File: config.mk
export PLATFORM = sky130hd
export DESIGN_NAME = reg_writeback_arbiter
export DESIGN_NICKNAME = d
export VERILOG_FILES = /design/src/rtl/rv_wb_pkg.sv /design/src/rtl/wb_result_fifo.sv /design/src/rtl/reg_writeback_arbiter.sv
export SDC_FILE = /design/constraint.sdc
export NUM_CORES = 1
export LEC_CHECK = 0
export BUFFER_PORTS_ARGS = -buffer_cell sky130_fd_sc_hd__buf_4
export CAP_MARGIN = 20
export CORE_MARGIN = 2
export CORE_UTILIZATION = 30
export DETAILED_ROUTE_END_ITERATION = 8
export GPL_ROUTABILITY_DRIVEN = 0
export PLACE_DENSITY = 0.53
export REMOVE_ABC_BUFFERS = 1
export SYNTH_ARGS = -nofsm -noshare
export SYNTH_HDL_FRONTEND = slang
export SYNTH_HIERARCHICAL = 1
export SYNTH_SLANG_ARGS = --single-unit
File: constraint.sdc
create_clock -name clk -period 3 [get_ports clk]
set_clock_uncertainty 0.05 [all_clocks]
set_input_delay 0.6 -clock clk [delete_from_list [all_inputs] [get_ports clk]]
set_output_delay 0.6 -clock clk [all_outputs]
set_load 0.02 [all_outputs]
File: src/rtl/rv_wb_pkg.sv
// Shared widths and the write-back entry type for the integer register-file
// write path.
package rv_wb_pkg;

  localparam int XLEN   = 32;
  localparam int NREG   = 32;
  localparam int REG_AW = $clog2(NREG);

  typedef struct packed {
    logic [REG_AW-1:0] rd;
    logic [XLEN-1:0]   data;
  } wb_entry_t;

endpackage

File: src/rtl/wb_result_fifo.sv
// Synchronous FIFO holding load results that lost arbitration for the
// register-file write port. Head entry is presented combinationally.
module wb_result_fifo
  import rv_wb_pkg::*;
#(
  parameter int DEPTH = 4
) (
  input  logic      clk,
  input  logic      reset,
  input  logic      push,
  input  wb_entry_t push_data,
  input  logic      pop,
  output wb_entry_t head,
  output logic      full,
  output logic      empty
);

  localparam int PW = $clog2(DEPTH);
  localparam int CW = PW + 1;

  wb_entry_t         mem [DEPTH];
  logic [PW-1:0]     wptr;
  logic [PW-1:0]     rptr;
  logic [CW-1:0]     count;
  logic              push_ok;
  logic              pop_ok;

  assign push_ok = push && !full;
  assign pop_ok  = pop && !empty;

  // Pointers wrap naturally because DEPTH is a power of two.
  always_ff @(posedge clk or posedge reset) begin
    if (reset) begin
      wptr  <= '0;
      rptr  <= '0;
      count <= '0;
    end else begin
      if (push_ok) wptr <= wptr + 1'b1;
      if (pop_ok)  rptr <= rptr + 1'b1;
      case ({push_ok, pop_ok})
        2'b10:   count <= count + 1'b1;
        2'b01:   count <= count - 1'b1;
        default: count <= count;
      endcase
    end
  end

  always_ff @(posedge clk) begin
    if (push_ok) mem[wptr] <= push_data;
  end

  assign head  = mem[rptr];
  assign full  = (count == CW'(DEPTH));
  assign empty = (count == '0);

endmodule

File: src/rtl/reg_writeback_arbiter.sv
// Single write-port master for the integer register file: ALU results first,
// then buffered loads in acceptance order, plus the pending-load scoreboard.
module reg_writeback_arbiter
  import rv_wb_pkg::*;
#(
  parameter int FIFO_DEPTH = 4
) (
  input  logic              clk,
  input  logic              reset,
  input  logic              alu_valid,
  input  logic [REG_AW-1:0] alu_rd,
  input  logic [XLEN-1:0]   alu_data,
  input  logic              mem_valid,
  output logic              mem_ready,
  input  logic [REG_AW-1:0] mem_rd,
  input  logic [XLEN-1:0]   mem_data,
  input  logic              ld_issue,
  input  logic [REG_AW-1:0] ld_rd,
  input  logic [REG_AW-1:0] chk_rs1,
  input  logic [REG_AW-1:0] chk_rs2,
  input  logic [REG_AW-1:0] chk_rd,
  output logic              hazard,
  output logic              reg_wr,
  output logic [REG_AW-1:0] waddr,
  output logic [XLEN-1:0]   wdata
);

  wb_entry_t        fifo_head;
  wb_entry_t        sel_entry;
  logic             fifo_full;
  logic             fifo_empty;
  logic             fifo_push;
  logic             fifo_pop;
  logic             mem_xfer;
  logic             bypass;
  logic             sel_valid;
  logic             load_sel;
  logic [NREG-1:0]  pending;
  logic [NREG-1:0]  pending_nxt;

  assign mem_ready = !fifo_full;
  assign mem_xfer  = mem_valid && mem_ready;

  always_comb begin
    sel_valid = 1'b0;
    sel_entry = '0;
    load_sel  = 1'b0;
    fifo_pop  = 1'b0;
    bypass    = 1'b0;
    if (alu_valid) begin
      sel_valid = 1'b1;
      sel_entry = '{rd: alu_rd, data: alu_data};
    end else if (!fifo_empty) begin
      sel_valid = 1'b1;
      sel_entry = fifo_head;
      load_sel  = 1'b1;
      fifo_pop  = 1'b1;
    end else if (mem_xfer) begin
      sel_valid = 1'b1;
      sel_entry = '{rd: mem_rd, data: mem_data};
      load_sel  = 1'b1;
      bypass    = 1'b1;
    end
  end

  // Any accepted load that did not go straight to the port joins the tail.
  assign fifo_push = mem_xfer && !bypass;

  wb_result_fifo #(.DEPTH(FIFO_DEPTH)) u_fifo (
    .clk       (clk),
    .reset     (reset),
    .push      (fifo_push),
    .push_data ('{rd: mem_rd, data: mem_data}),
    .pop       (fifo_pop),
    .head      (fifo_head),
    .full      (fifo_full),
    .empty     (fifo_empty)
  );

  always_ff @(posedge clk or posedge reset) begin
    if (reset) begin
      reg_wr <= 1'b0;
      waddr  <= '0;
      wdata  <= '0;
    end else begin
      reg_wr <= sel_valid && (sel_entry.rd != '0);
      if (sel_valid) begin
        waddr <= sel_entry.rd;
        wdata <= sel_entry.data;
      end
    end
  end

  // Clear before set so a reissue in the retire cycle keeps the flag.
  always_comb begin
    pending_nxt = pending;
    if (load_sel) pending_nxt[sel_entry.rd] = 1'b0;
    if (ld_issue) pending_nxt[ld_rd] = 1'b1;
    pending_nxt[0] = 1'b0;
  end

  always_ff @(posedge clk or posedge reset) begin
    if (reset) pending <= '0;
    else       pending <= pending_nxt;
  end

  assign hazard = pending[chk_rs1] | pending[chk_rs2] | pending[chk_rd];

  a_mem_rd_pending : assert property (@(posedge clk) disable iff (reset)
    (mem_valid && mem_ready && mem_rd != '0) |-> pending[mem_rd]);

  a_issue_not_pending : assert property (@(posedge clk) disable iff (reset)
    (ld_issue && ld_rd != '0 && pending[ld_rd]) |-> (load_sel && sel_entry.rd == ld_rd));

endmodule

==> impl_metrics.toml, run 1 <==
[run_status]
status = "completed"

[setup_path]
cp_cell_sequence = "mux4_1 > mux2_2 > a311oi_2 > nand4_1 > buf_4"
start_kind = "flop"
crit_family = "multiplexers"
end_kind = "primary output"
critPathBufInv = 1
cp_slowest_cell = "mux4_1"
worst_ep_required_time_ns = 2.35
critPathMaxFanout = 4
critical_path_class = "flop to primary output"
cp_slowest_stage_delay_ns = 0.50
arrival_ns = 2.26

[timing]
hold_viol_final = 0
period_needed_ns = 2.914
maxSlewViolCount = 0
fmax_mhz = 343.2
slew_headroom_pct = 35.81
finalCritPeriodShare_pct = 97.13
worst_pin_slew_ns = 0.9629
whs_ns = 0.2500
setup_viol = 0
fin_setup_tns_ns = 0

[logic_synthesis]
yosys-top-cells-count = "148 x edfxtp_1, 77 x nand2_1, 76 x dfrtp_1"
netlist_area_um2 = 9793
yosys.area_share.adder_pct = 0.8432
async_reset_ff_share_pct = 33.93
synth.avg_cell_area_um2 = 15.00
synthSimpleGateAreaFrac_pct = 7.346
synth.area.mux_share_pct = 14.79
ys_ff_latch = 224
synth_top_cell_by_area = "edfxtp_1"
synth-compound-area-share_pct = 9.263
yosysMostFrequentCell = "edfxtp_1"
syn_inst = 653
synth_top_cell_area_share_pct = 45.38
synth_top_family_by_area = "multiplexers"
seq_area_frac_synth_pct = 64.80
synth_cell_type_count = 51
yosys_warnings = 6
synth_flop_cell = "edfxtp_1"
synth-edff-count = 148
synth_xor_area_share_pct = 0.5366
synth_area_leaders = "edfxtp_1 45%, dfrtp_1 19%, mux4_2 11%, o22ai_1 4.3%, nand2_1 3.0%"

[routing]
drt_iter0_markers = 477
vias = 6308
drcViolationCount = 0
drt_wl_total_mm = 25.01
dr.pass1.iters = 5
drtAntennaViolNets = 0
wl_per_cell_um = 19.71
vias_per_cell = 4.971

[clock_network]
numClockSinks = 224
htreeDepth = 1
clk_latency_ns = 0.51
root_buffer = "clkbuf_16"
cts_tree = "done"
cts_buffers = 25
clockBufferDepth = 3
clk_pin_slew_ns = 0.06

[grt]
grt_max_degree = 48
grt_use_total_pct = 14.84
grt_first_pass_wirelength_mm = 38.48
antenna_found_initial = 0
grt.overflow.total = 0
grt_pass1_vias = 6498

[floorplanning]
dieArea_um2 = 34100
ioPinCount = 139
dieHeight_um = 184.7
num_rows = 66
coreArea_um2 = 32370
start_util_pct = 30.25
die_w_um = 184.7

[power_and_ir_drop]
seqPwrFrac_pct = 41.1
clock_power_share_pct = 25.7
p_sw_uw = 3780
power.leakage_uw = 0.004530
report.power.total_uw = 11680
p_int_uw = 7901
combPwrFrac_pct = 33.1
switching_share_pct = 32.36
irDropWorstVdd_v = 0.0004086
power_density_nw_per_um2 = 951.9

[layout]
stdcell_area_um2 = 12270
fin_nets = 914
final_util_pct = 37.91
drive_gt1_share_pct = 34.82
syn2layout_area_growth_pct = 25.31
antenna_cells = 0

[place]
dp_hpwl_mm = 16.69
portBuffers = 138
placed_area_um2 = 11360

[hold_path]
hp-class = "input port to flop"

[job]
cap_violations = 0
power by group through the flow:
stage / sequential, uW / clock [uW] / combinational [uW]
floorplan: 5010 / 0 / 2150
detailed placement: 4860 / 0 / 3830
global route: 4890 / 3250 / 4240
global placement: 4850 / 0 / 3800
CTS: 4810 / 3110 / 3840
finish: 4800 / 3010 / 3870
placed cells by master, fill, tap and decap left out, types with 6 or more instances in the layout:
master     count
a21oi_1       34
inv_1         10
buf_4        162
nand2_1       77
nor2_1         8
edfxtp_1     148
clkinv_2       6
o22ai_1       68
o21ai_0       31
nor2b_1        7
nand2b_1       7
mux2_2        10
dfrtp_2        6
dfrtp_1       70
clkbuf_16     25
mux4_2        51
nand3_1       11
mux2i_1        8
cell families after synthesis:
| group | count (synthesis) |
|---|---|
| AO/OA/AOI/OAI | 152 |
| flip-flops | 224 |
| AND/OR/NAND/NOR | 144 |
| multiplexers | 73 |
| XOR/XNOR | 6 |
| adder cells (fa/ha/maj) | 6 |
| buffers and inverters | 48 |
through the flow:
stage | std cells | setup slack (ns)
2_1_floorplan | 617 | -1.938
3_3_place_gp | 1216 | 0.1321
3_5_place_dp | 1216 | 0.1425
4_1_cts | 1262 | 0.01604
5_1_grt | 1269 | -0.0009261
6_report | 1269 | 0.08619
state kept, by name, indices dropped and copies added, names as in the netlist:
| name | flops |
|---|---|
| wdata | 32 |
| u_fifo/rptr | 2 |
| u_fifo/wptr | 2 |
| u_fifo/mem | 148 |
| waddr | 5 |
| u_fifo/count | 3 |
| pending | 31 |
| reg_wr | 1 |
worst reg2reg max path, cell delays in order (launching register included):
cell	delay, ns
dfrtp_1	0.44
nor3_2	0.21
buf_4	0.49
nand4b_1	0.21
a31o_2	0.32
or3_1	0.48
o21ai_0	0.22
nand2_1	0.07
layout make-up:
class,instances,area [um2]
Clock inverter,14,157.7
Inverter,12,46.29
Multi-Input combinational cell,381,3237
Tap cell,442,553.0
Fill cell,3147,20100
Sequential cell,224,6354
Timing Repair Buffer,165,1266
Clock buffer,31,658.1
routing by layer:
layer	part of all wire, %	routed length (um)	track usage, %
met1	43	10730	19.72
met2	48	12100	25.11
met3	7.4	1842	3.320
met4	1.4	347	2.857
met5	0	0	0
worst paths after layout:
kind                                        startpoint  slack, ns                           to  depth (start not counted)
max                              pending[27]$_DFF_PP0_       0.09                       hazard                          5
min                                        mem_data[6]       0.25   u_fifo/mem[3][6]$_DFFE_PP_                          1
max reg2reg                u_fifo/count[0]$_DFFE_PP0P_       0.39        pending[21]$_DFF_PP0_                          7
min reg2reg                       waddr[0]$_DFFE_PP0P_       0.45         waddr[0]$_DFFE_PP0P_                          2
max in group asynchronous                        reset       1.36        wdata[15]$_DFFE_PP0P_                          4
min in group asynchronous                        reset       0.56  u_fifo/count[1]$_DFFE_PP0P_                          3
timing repair:
action,in CTS,in global routing
pin swaps,1,1
endpoints found under the setup margin,1,1
hold buffers,1,0
setup buffers,0,6
endpoints found under the hold margin,7,0
resized for setup,2,9
Note: power is estimated with default switching activity, not from simulation.
==> inputs of run 2 (changes only) <==
Settings changed: PLACE_DENSITY 0.53 to default.
==> impl_metrics.toml, run 2 (same netlist as run 1, synthesis figures left out) <==
[layout]
fillers = 3119
stdcell_count = 1276
final_cell_mix = "164 x buf_4, 148 x edfxtp_1, 77 x nand2_1"
syn2layout_area_growth_pct = 27.26
layout_commonest_cell = "buf_4"
multi_input_area_um2 = 3237
regArea_um2 = 6351
largest_register_ffs = 148
fin_nets = 919
reg_top3 = "u_fifo/mem (148), wdata (32), pending (31)"
top_register = "u_fifo/mem"
drive_gt1_share_pct = 35.77

[clock_network]
htreeDepth = 1
clk_latency_ns = 0.52
cts_buffers = 25
cts_tree = "done"
clockBufferDepth = 3
numClockSinks = 224
clk_pin_slew_ns = 0.06
root_buffer = "clkbuf_16"

[power_and_ir_drop]
irDropWorstVdd_v = 0.0004289
power_density_nw_per_um2 = 975.8
power.leakage_uw = 0.004634
report.power.total_uw = 12160

[timing]
hold_viol_final = 0
rsz0062_at_grt = "true"
worst_pin_slew_ns = 0.7154
finalCritPeriodShare_pct = 98.57
period_needed_ns = 2.957
slew_headroom_pct = 52.13
setup_viol = 0
maxSlewViolCount = 0
fin_setup_tns_ns = 0
fmax_mhz = 338.2
whs_ns = 0.2350

[floorplanning]
num_rows = 66
start_util_pct = 30.25
die_w_um = 184.7
dieArea_um2 = 34100
ioPinCount = 139
dieHeight_um = 184.7
coreArea_um2 = 32370

[job]
cap_violations = 0

[routing]
drt_wl_total_mm = 24.76
vias_per_cell = 4.933
drt_iter0_markers = 348
vias = 6295
wl_per_cell_um = 19.41
drcViolationCount = 0
dr.pass1.iters = 4
drtAntennaViolNets = 0

[grt]
grt_use_total_pct = 14.78
grt_pass1_vias = 6648
grt_max_degree = 49
antenna_found_initial = 2
grt_first_pass_wirelength_mm = 38.83
grt.overflow.total = 0

[setup_path]
critical_path_class = "flop to primary output"
start_kind = "flop"
worst_ep_required_time_ns = 2.35
reg2reg_slack_ns = 0.48
arrival_ns = 2.31
critPathMaxFanout = 4
end_kind = "primary output"

[place]
dp_hpwl_mm = 16.84
portBuffers = 138
dp.cells = 1222

[hold_path]
hp-class = "input port to flop"

[run_status]
status = "completed"
-- run 2: cell types whose count changed in the layout (fill, tap and decap cells not counted), sizes merged --
cell / change
inv: +2
clkinv: -2
bufinv: +3
diode: +1
buf: +5
clkinvlp: -3
clkbuf: +1
-- run 2: metrics by stage --
step	area, um2	util [%]	setup slack [ns]
floorplan	9602	-	-1.938
global placement	11450	35.39	0.1639
detailed placement	11450	35.39	0.1380
CTS	12430	38.41	0.01544
global route	12460	38.49	-0.01165
finish	12460	38.50	0.04277
-- run 2: final cells by class --
class | instances | area share (%)
diodes | 1 | 0.02008
flip-flops and latches | 224 | 50.96
well taps | 442 | 4.437
inverters | 12 | 0.3714
multi-input cells | 381 | 25.97
clock buffers | 32 | 5.632
clock inverters | 14 | 1.847
repair buffers | 170 | 10.76
-- run 2: worst max-delay path, cell delays in order (launching register included) --
cell,delay [ns]
dfrtp_1,0.43
mux4_1,0.51
mux2_2,0.28
a311oi_2,0.25
nand4_1,0.13
buf_4,0.18
-- run 2: layer usage --
metal  track usage (%)  vias to the layer above  wire length (um)
met3             3.043                       47              1728
li1                  -                     2910                 -
met5                 0                        -                13
met4             3.968                        2               543
met1             19.21                     3120             10520
met2             25.17                      216             11950
-- run 2: path summary, 6_finish.rpt --
kind	cells after the start	endpoint	startpoint
max in group asynchronous	4	wdata[29]$_DFFE_PP0P_	reset
worst max-delay path	5	hazard	pending[15]$_DFF_PP0_
min in group asynchronous	3	u_fifo/count[2]$_DFFE_PP0P_	reset
worst max register to register	12	u_fifo/count[2]$_DFFE_PP0P_	u_fifo/count[0]$_DFFE_PP0P_
worst min-delay path	1	u_fifo/mem[3][2]$_DFFE_PP_	mem_data[2]
worst min register to register	2	waddr[4]$_DFFE_PP0P_	waddr[4]$_DFFE_PP0P_
-- run 2: power by group --
part / internal (uW) / leakage (uW) / switching [uW]
registers: 4220 / 0.00223 / 579
clock network: 2170 / 0.000460 / 1240
logic: 1930 / 0.00194 / 2020
-- run 2: timing repair --
item	CTS	global route
hold buffers	1	0
resized for setup	2	9
pin swaps	2	2
hold endpoints to repair	7	0
setup endpoints to repair	1	1
setup buffers	4	2
